### config.mk
export PLATFORM = sky130hd
export DESIGN_NAME = fetch_ctrl
export DESIGN_NICKNAME = d
export VERILOG_FILES = /design/src/rtl/fetch_ctrl.sv
export SDC_FILE = /design/constraint.sdc
export NUM_CORES = 1
export LEC_CHECK = 0
export ABC_AREA = 1
export BUFFER_PORTS_ARGS = -buffer_cell sky130_fd_sc_hd__buf_2
export CORE_ASPECT_RATIO = 1.1
export CORE_MARGIN = 2
export CORE_UTILIZATION = 35
export DETAILED_ROUTE_END_ITERATION = 6
export GPL_ROUTABILITY_DRIVEN = 0
export PLACE_DENSITY_LB_ADDON = 0.2
export REMOVE_ABC_BUFFERS = 1
export SYNTH_ARGS = -nofsm -noshare
export SYNTH_HDL_FRONTEND = slang
export SYNTH_SLANG_ARGS = --single-unit
### constraint.sdc
create_clock -name clk -period 4.85 [get_ports clk]
set_input_delay 0.97 -clock clk [delete_from_list [all_inputs] [get_ports clk]]
set_output_delay 0.97 -clock clk [all_outputs]
set_load 0.02 [all_outputs]
### src/rtl/fetch_ctrl.sv
// Instruction-fetch sequencer: owns the fetch PC, drives the instruction bus and
// buffers/discards responses around decode stalls and redirects. Optional macro: FETCH_CTRL_PERF_EN.
module fetch_ctrl #(
    parameter logic [63:0] RESET_PC = 64'h0000_0000_8000_0000,
    parameter int unsigned PC_STEP  = 4
) (
    input  logic        clk,
    input  logic        reset_n,
    output logic        ireq_valid,
    output logic [63:0] ireq_addr,
    input  logic        iresp_data_ok,
    input  logic [31:0] iresp_data,
    input  logic        stall_i,
    input  logic        redirect_valid,
    input  logic [63:0] redirect_pc,
    output logic        out_valid,
    output logic [63:0] out_pc,
    output logic [31:0] out_instr,
    output logic        busy
`ifdef FETCH_CTRL_PERF_EN
    ,
    output logic [63:0] perf_wait_cnt,
    output logic [63:0] perf_drop_cnt
`endif
);

    localparam logic [1:0]  ST_IDLE = 2'd0;
    localparam logic [1:0]  ST_REQ  = 2'd1;
    localparam logic [1:0]  ST_HOLD = 2'd2;
    localparam logic [1:0]  ST_DROP = 2'd3;
    localparam logic [63:0] PC_INC  = 64'(PC_STEP);

    logic [1:0]  state_r, state_s;
    logic [63:0] pc_r, pc_s;
    logic [63:0] pend_pc_r, pend_pc_s;
    logic [31:0] hold_instr_r, hold_instr_s;
    logic        drop_s;

    // Next-state and output decode; redirect outranks every other event outside IDLE.
    always_comb begin
        state_s      = state_r;
        pc_s         = pc_r;
        pend_pc_s    = pend_pc_r;
        hold_instr_s = hold_instr_r;
        drop_s       = 1'b0;
        ireq_valid   = 1'b0;
        ireq_addr    = 64'd0;
        out_valid    = 1'b0;
        out_pc       = 64'd0;
        out_instr    = 32'd0;
        busy         = 1'b0;
        case (state_r)
            ST_IDLE: begin
                state_s = ST_REQ;
            end
            ST_REQ: begin
                ireq_valid = 1'b1;
                ireq_addr  = pc_r;
                busy       = ~iresp_data_ok;
                if (redirect_valid) begin
                    if (iresp_data_ok) begin
                        pc_s   = redirect_pc;
                        drop_s = 1'b1;
                    end else begin
                        // The bus cannot cancel, so wait out the stale response in DROP.
                        pend_pc_s = redirect_pc;
                        state_s   = ST_DROP;
                    end
                end else if (iresp_data_ok) begin
                    out_valid = 1'b1;
                    out_pc    = pc_r;
                    out_instr = iresp_data;
                    if (stall_i) begin
                        hold_instr_s = iresp_data;
                        state_s      = ST_HOLD;
                    end else begin
                        pc_s = pc_r + PC_INC;
                    end
                end else begin
                    state_s = ST_REQ;
                end
            end
            ST_HOLD: begin
                out_valid = 1'b1;
                out_pc    = pc_r;
                out_instr = hold_instr_r;
                if (redirect_valid) begin
                    pc_s    = redirect_pc;
                    state_s = ST_REQ;
                end else if (!stall_i) begin
                    pc_s    = pc_r + PC_INC;
                    state_s = ST_REQ;
                end else begin
                    state_s = ST_HOLD;
                end
            end
            ST_DROP: begin
                ireq_valid = 1'b1;
                ireq_addr  = pc_r;
                busy       = 1'b1;
                if (iresp_data_ok) begin
                    drop_s  = 1'b1;
                    pc_s    = redirect_valid ? redirect_pc : pend_pc_r;
                    state_s = ST_REQ;
                end else if (redirect_valid) begin
                    pend_pc_s = redirect_pc;
                end else begin
                    state_s = ST_DROP;
                end
            end
            default: begin
                state_s = ST_IDLE;
            end
        endcase
    end

    // Architectural fetch state.
    always_ff @(posedge clk or negedge reset_n) begin
        if (!reset_n) begin
            state_r      <= ST_IDLE;
            pc_r         <= RESET_PC;
            pend_pc_r    <= 64'd0;
            hold_instr_r <= 32'd0;
        end else begin
            state_r      <= state_s;
            pc_r         <= pc_s;
            pend_pc_r    <= pend_pc_s;
            hold_instr_r <= hold_instr_s;
        end
    end

`ifdef FETCH_CTRL_PERF_EN
    function automatic logic [63:0] sat_inc(input logic [63:0] v);
        return (v == 64'hFFFF_FFFF_FFFF_FFFF) ? v : v + 64'd1;
    endfunction

    logic [63:0] perf_wait_r;
    logic [63:0] perf_drop_r;

    // Saturating counters for bus wait cycles and discarded responses.
    always_ff @(posedge clk or negedge reset_n) begin
        if (!reset_n) begin
            perf_wait_r <= 64'd0;
            perf_drop_r <= 64'd0;
        end else begin
            if (busy) begin
                perf_wait_r <= sat_inc(perf_wait_r);
            end else begin
                perf_wait_r <= perf_wait_r;
            end
            if (drop_s) begin
                perf_drop_r <= sat_inc(perf_drop_r);
            end else begin
                perf_drop_r <= perf_drop_r;
            end
        end
    end

    assign perf_wait_cnt = perf_wait_r;
    assign perf_drop_cnt = perf_drop_r;
`else
    logic unused_drop_s;
    assign unused_drop_s = drop_s;
`endif

endmodule
; Yosys cells after proc, flatten, opt, wreduce, memory -nomap -nowiden
; Cells that the tools add are included.
[totals]
input_bits = 101
out_inout_bits = 163
reg_bits = 162
wordCells = 59
[classes]
n_addsub = 1
n_eq_ne = 11
reduce_logical = 8
n_bitwise = 2
muxes = 33
[op_table]
columns = cell, n
row1 = $mux W64, 13
row2 = $pmux W64 S2, 2
row3 = $pmux W64 S3, 1
row4 = $add A64 B3 Y64 const B, 1
row5 = $mux W32, 2
row6 = $pmux W32 S2, 1
row7 = $mux W2, 8
row8 = $ne A2 B2 Y1 const B, 5
row9 = $ne A3 B3 Y1 const B, 3
row10 = $pmux W2 S4, 1
row11 = $reduce_and A4 Y1, 2
row12 = $reduce_and A3 Y1, 2
row13 = $eq A2 B2 Y1 const B, 2
row14 = $pmux W1 S2, 2
row15 = $mux W1, 3
row16 = $reduce_bool A3 Y1, 1
row17 = $eq A2 B1 Y1 const B, 1
row18 = $logic_not A2 Y1, 1
row19 = $not A1 Y1, 2
row20 = $reduce_bool A2 Y1, 1
row21 = $reduce_or A2 Y1, 1

; Depth between registers and ports, before layout
[logic_depth]
depth_word = 5
mapped_depth = 14
ltp_nobuf = 14

; Worst setup path after synthesis
; No wires, ideal clock.
[synth_path]
kind = input to output
start = input port redirect_valid
end = output port out_pc[10]
slack_ns = 1.284
required_time_ns = 3.880
path_stages = 7
arrival_time_ns = 2.596
cell_sequence = clkbuf_1 > nor3_2 > inv_1 > a21oi_1 > inv_2 > clkbuf_1 > nor2_1
[synth_between]
elab_chain_cells = 2
[synth_rtl]
columns = element, line_no
row1 = "start, declared", 14  ; input logic redirect_valid,
row2 = $mux W64, 60  ; if (redirect_valid) begin
row3 = $pmux W64 S2, 52  ; case (state_r)
row4 = "end, declared", 17  ; output logic [63:0] out_pc,
; Every way passes these cells.

; Worst setup path in the final report
[layout_path]
start = register state_r[0]
end = output port busy
[layout_between]
elab_chain_cells = 2
word_cells_on_any_way = 3
cone_classes = 2 x eq/ne / 1 x mux
[layout_rtl]
columns = element, line_no
row1 = "start, declared", 33  ; logic [1:0] state_r, state_s;
row2 = "start signal, assigned", 125  ; state_r <= state_s;
row3 = $eq A2 B2 Y1 / $eq A2 B1 Y1 (equally long branches), 52
row4 = $pmux W1 S2 *, 52
row5 = "end, declared", 19  ; output logic busy
; Every way passes the cells marked *; elsewhere a longest branch is shown, timed or not.

==> impl_metrics.py <==
metrics = {
    "outcome": {
        "outcome": "completed",
    },
    "global_routing": {
        "use_met3_pct": 5.12,
        "track_usage_pct": 23.3,
        "antenna_found_initial": 8,
        "grt.busiest_layer": "met2",
        "grtUsageMet1_pct": 30.0,
        "gr-usage-met2_pct": 39.1,
        "grt_overflow": 0,
        "grt_start_max_net_pins": 96,
        "grt_pass1_wl_um": 63700,
        "grt_pass1_vias": 11900,
    },
    "floorplanning": {
        "die_w_um": 178,
        "rows": 70,
        "design.portCount": 264,
        "core_um2": 33100,
        "die_y_um": 196,
        "die-area_um2": 34900,
        "start_util_pct": 35.3,
    },
    "synthesis": {
        "ys_types": 38,
        "synth_cells": 1863,
        "yosysSeqAreaShare_pct": 34.7,
        "synth.avg_cell_area_um2": 6.28,
        "ys_warn_count": 0,
        "synth_seq_cells": 162,
        "synth_area_um2": 11700,
    },
    "clocking": {
        "cts_sinks": 162,
        "htreeDepth": 4,
        "cts_root_buf": "clkbuf_16",
        "cts_setup_buffers": 0,
        "cts_made_buffers": 17,
        "post_cts_resized": 0,
        "clk_latency_ps": 440,
        "hold_buffers": 0,
        "clkTransAtPathRegs_ps": 70,
        "cts_buffer_depth": 2,
        "cts_tree": "built",
    },
    "critical_path": {
        "cp.arrival_ps": 2640,
        "start_kind": "flip-flop",
        "path_cells": "buf_4 -> ha_1 -> buf_4 -> inv_4 -> o21ai_0 -> buf_2",
        "worst-path-buf-inv": 4,
        "crit_family": "buffers and inverters",
        "crit_fanout": 65,
        "cp.required_ps": 3880,
        "critical_path_class": "reg2out",
        "crit_slowest_cell": "buf_4",
        "cpMostUsedCell": "buf_4",
        "end_kind": "output pin",
        "cp_slowest_stage_delay_ps": 620,
    },
    "sta": {
        "fin_crit_sh_pct": 74.5,
        "final.setup.tns_ps": 0,
        "timing.fmax_mhz": 277,
        "report.final.slew_viol_count": 0,
        "rsz0062_at_grt": "no",
        "tightest_slew_ps": 1070,
        "period_minus_slack_ps": 3610,
        "max_slew_margin_pct": 28.3,
        "setup_violations": 0,
        "hold_viol_final": 0,
        "fin_worst_skew_ps": 15.4,
    },
    "power_and_ir_drop": {
        "power-per-cell-area_nw_per_um2": 652,
        "vdd_drop_max_mv": 0.324,
        "p_leak_uw": 0.00741,
    },
    "drt": {
        "wl_per_cell_um": 16.1,
        "vias": 12700,
        "drt_pass1_iterations": 6,
        "wl_um": 40500,
        "ant_nets": 0,
        "drtIter0Drc": 936,
        "via_per_inst": 5.03,
        "route.detailed.drc": 0,
    },
    "placement": {
        "detailed_place_hpwl_um": 29100,
        "port-buffer-count": 263,
    },
    "layout": {
        "fillCellCount": 3623,
        "layout.nets": 2176,
        "fin_util_pct": 42.0,
        "drive_gt1_share_pct": 18.4,
        "area_growth_pct": 19.0,
    },
    "job": {
        "maxCapViolCount": 0,
    },
    "worst_hold_path": {
        "hp-class": "reg2reg",
    },
}
[synthesized netlist by cell type (all sizes together)]
cell | count | area [µm²]
xor2 | 2 | 17.5
a21boi | 21 | 158
o22a | 3 | 26.3
nor2 | 235 | 975
a2bb2oi | 6 | 52.6
o221ai | 2 | 17.5
clkinv | 1 | 3.75
dfstp | 1 | 26.3
o21a | 46 | 345
o21ai | 100 | 500
a21oi | 142 | 714
a22oi | 9 | 67.6
mux2 | 32 | 360
o31ai | 1 | 7.51
ha | 5 | 62.6
o22ai | 1 | 6.26
nand2 | 747 | 2860
o211ai | 3 | 27.5
inv | 191 | 717
nand3 | 46 | 230
clkbuf | 49 | 184
nand3b | 1 | 7.51
nor3 | 5 | 30.0
buf | 43 | 208
nand4 | 10 | 62.6
dfrtp | 161 | 4030
[flip-flops by register name, indices dropped and copies added (netlist names)]
signal and flops:
hold_instr_r 32, pend_pc_r 64, pc_r 64, state_r 2
[routing by layer]
metal,routed length [µm],up-vias
met3,2720,52
met5,79,-
met1,17400,5922
li1,-,6280
met2,19300,407
met4,933,12
[area by class of cell]
type | instances | area [µm²] | area share, %
diodes | 2 | 5.00 | 0.0360
clock buffers | 19 | 433 | 3.11
clock inverters | 13 | 126 | 0.908
inverters | 192 | 723 | 5.20
multi-input cells | 1417 | 6550 | 47.1
flip-flops and latches | 162 | 4060 | 29.2
well taps | 432 | 541 | 3.88
repair buffers | 280 | 1480 | 10.6
[final timing paths]
kind / from / to / slack (ps) / cells past startpoint
max in group asynchronous: reset_n / state_r[0] / 3240 / 2
max reg2reg: state_r[0] / pc_r[49] / 1370 / 10
min: pend_pc_r[26] / pend_pc_r[26] / 490 / 1
max: state_r[0] / busy / 1240 / 6
min in group asynchronous: reset_n / pend_pc_r[21] / 530 / 1
min reg2reg: pend_pc_r[26] / pend_pc_r[26] / 490 / 1
[per-stage QoR]
step	hold WS, ps	std cells	area (µm²)	total power (µW)	setup slack (ps)
floorplan	453	1771	11300	6040	-4030
global placement	470	2483	13300	7650	1460
detailed placement	479	2483	13300	7750	1340
CTS	495	2515	13900	9130	1220
global route	501	2515	13900	9860	1040
finish	491	2517	13900	9080	1240
[cell usage in the layout (no fill, tap or decap), drive strengths merged]
cell,instances
a21boi,21
a21oi,142
a22oi,9
a2bb2oi,6
buf,280
bufinv,1
clkbuf,19
clkinv,4
clkinvlp,4
dfrtp,161
dfstp,1
diode,2
ha,5
inv,196
mux2,32
nand2,747
nand3,46
nand3b,1
nand4,10
nor2,235
nor3,5
o211ai,3
o21a,46
o21ai,100
o221ai,2
o22a,3
o22ai,1
o31ai,1
xor2,2
[where the power goes]
part / total [µW] / leakage, µW / internal [µW] / switching (µW)
Combinational: 5020 / 0.00526 / 1660 / 3360
Sequential: 2700 / 0.00189 / 2040 / 663
Clock: 1360 / 0.000261 / 716 / 640
Total: 9080 / 0.00741 / 4420 / 4660
[kinds of logic after synthesis]
group | after synthesis | share of synthesized area, %
and+or+nand+nor | 1044 | 35.6
DFF | 162 | 34.7
xor gates and xnor gates | 2 | 0.150
buffers and inverters | 284 | 9.51
adders and majority gates | 5 | 0.535
muxes | 32 | 3.08
AOI/OAI and AO/OA | 334 | 16.4
(Power assumes the default switching activity.)
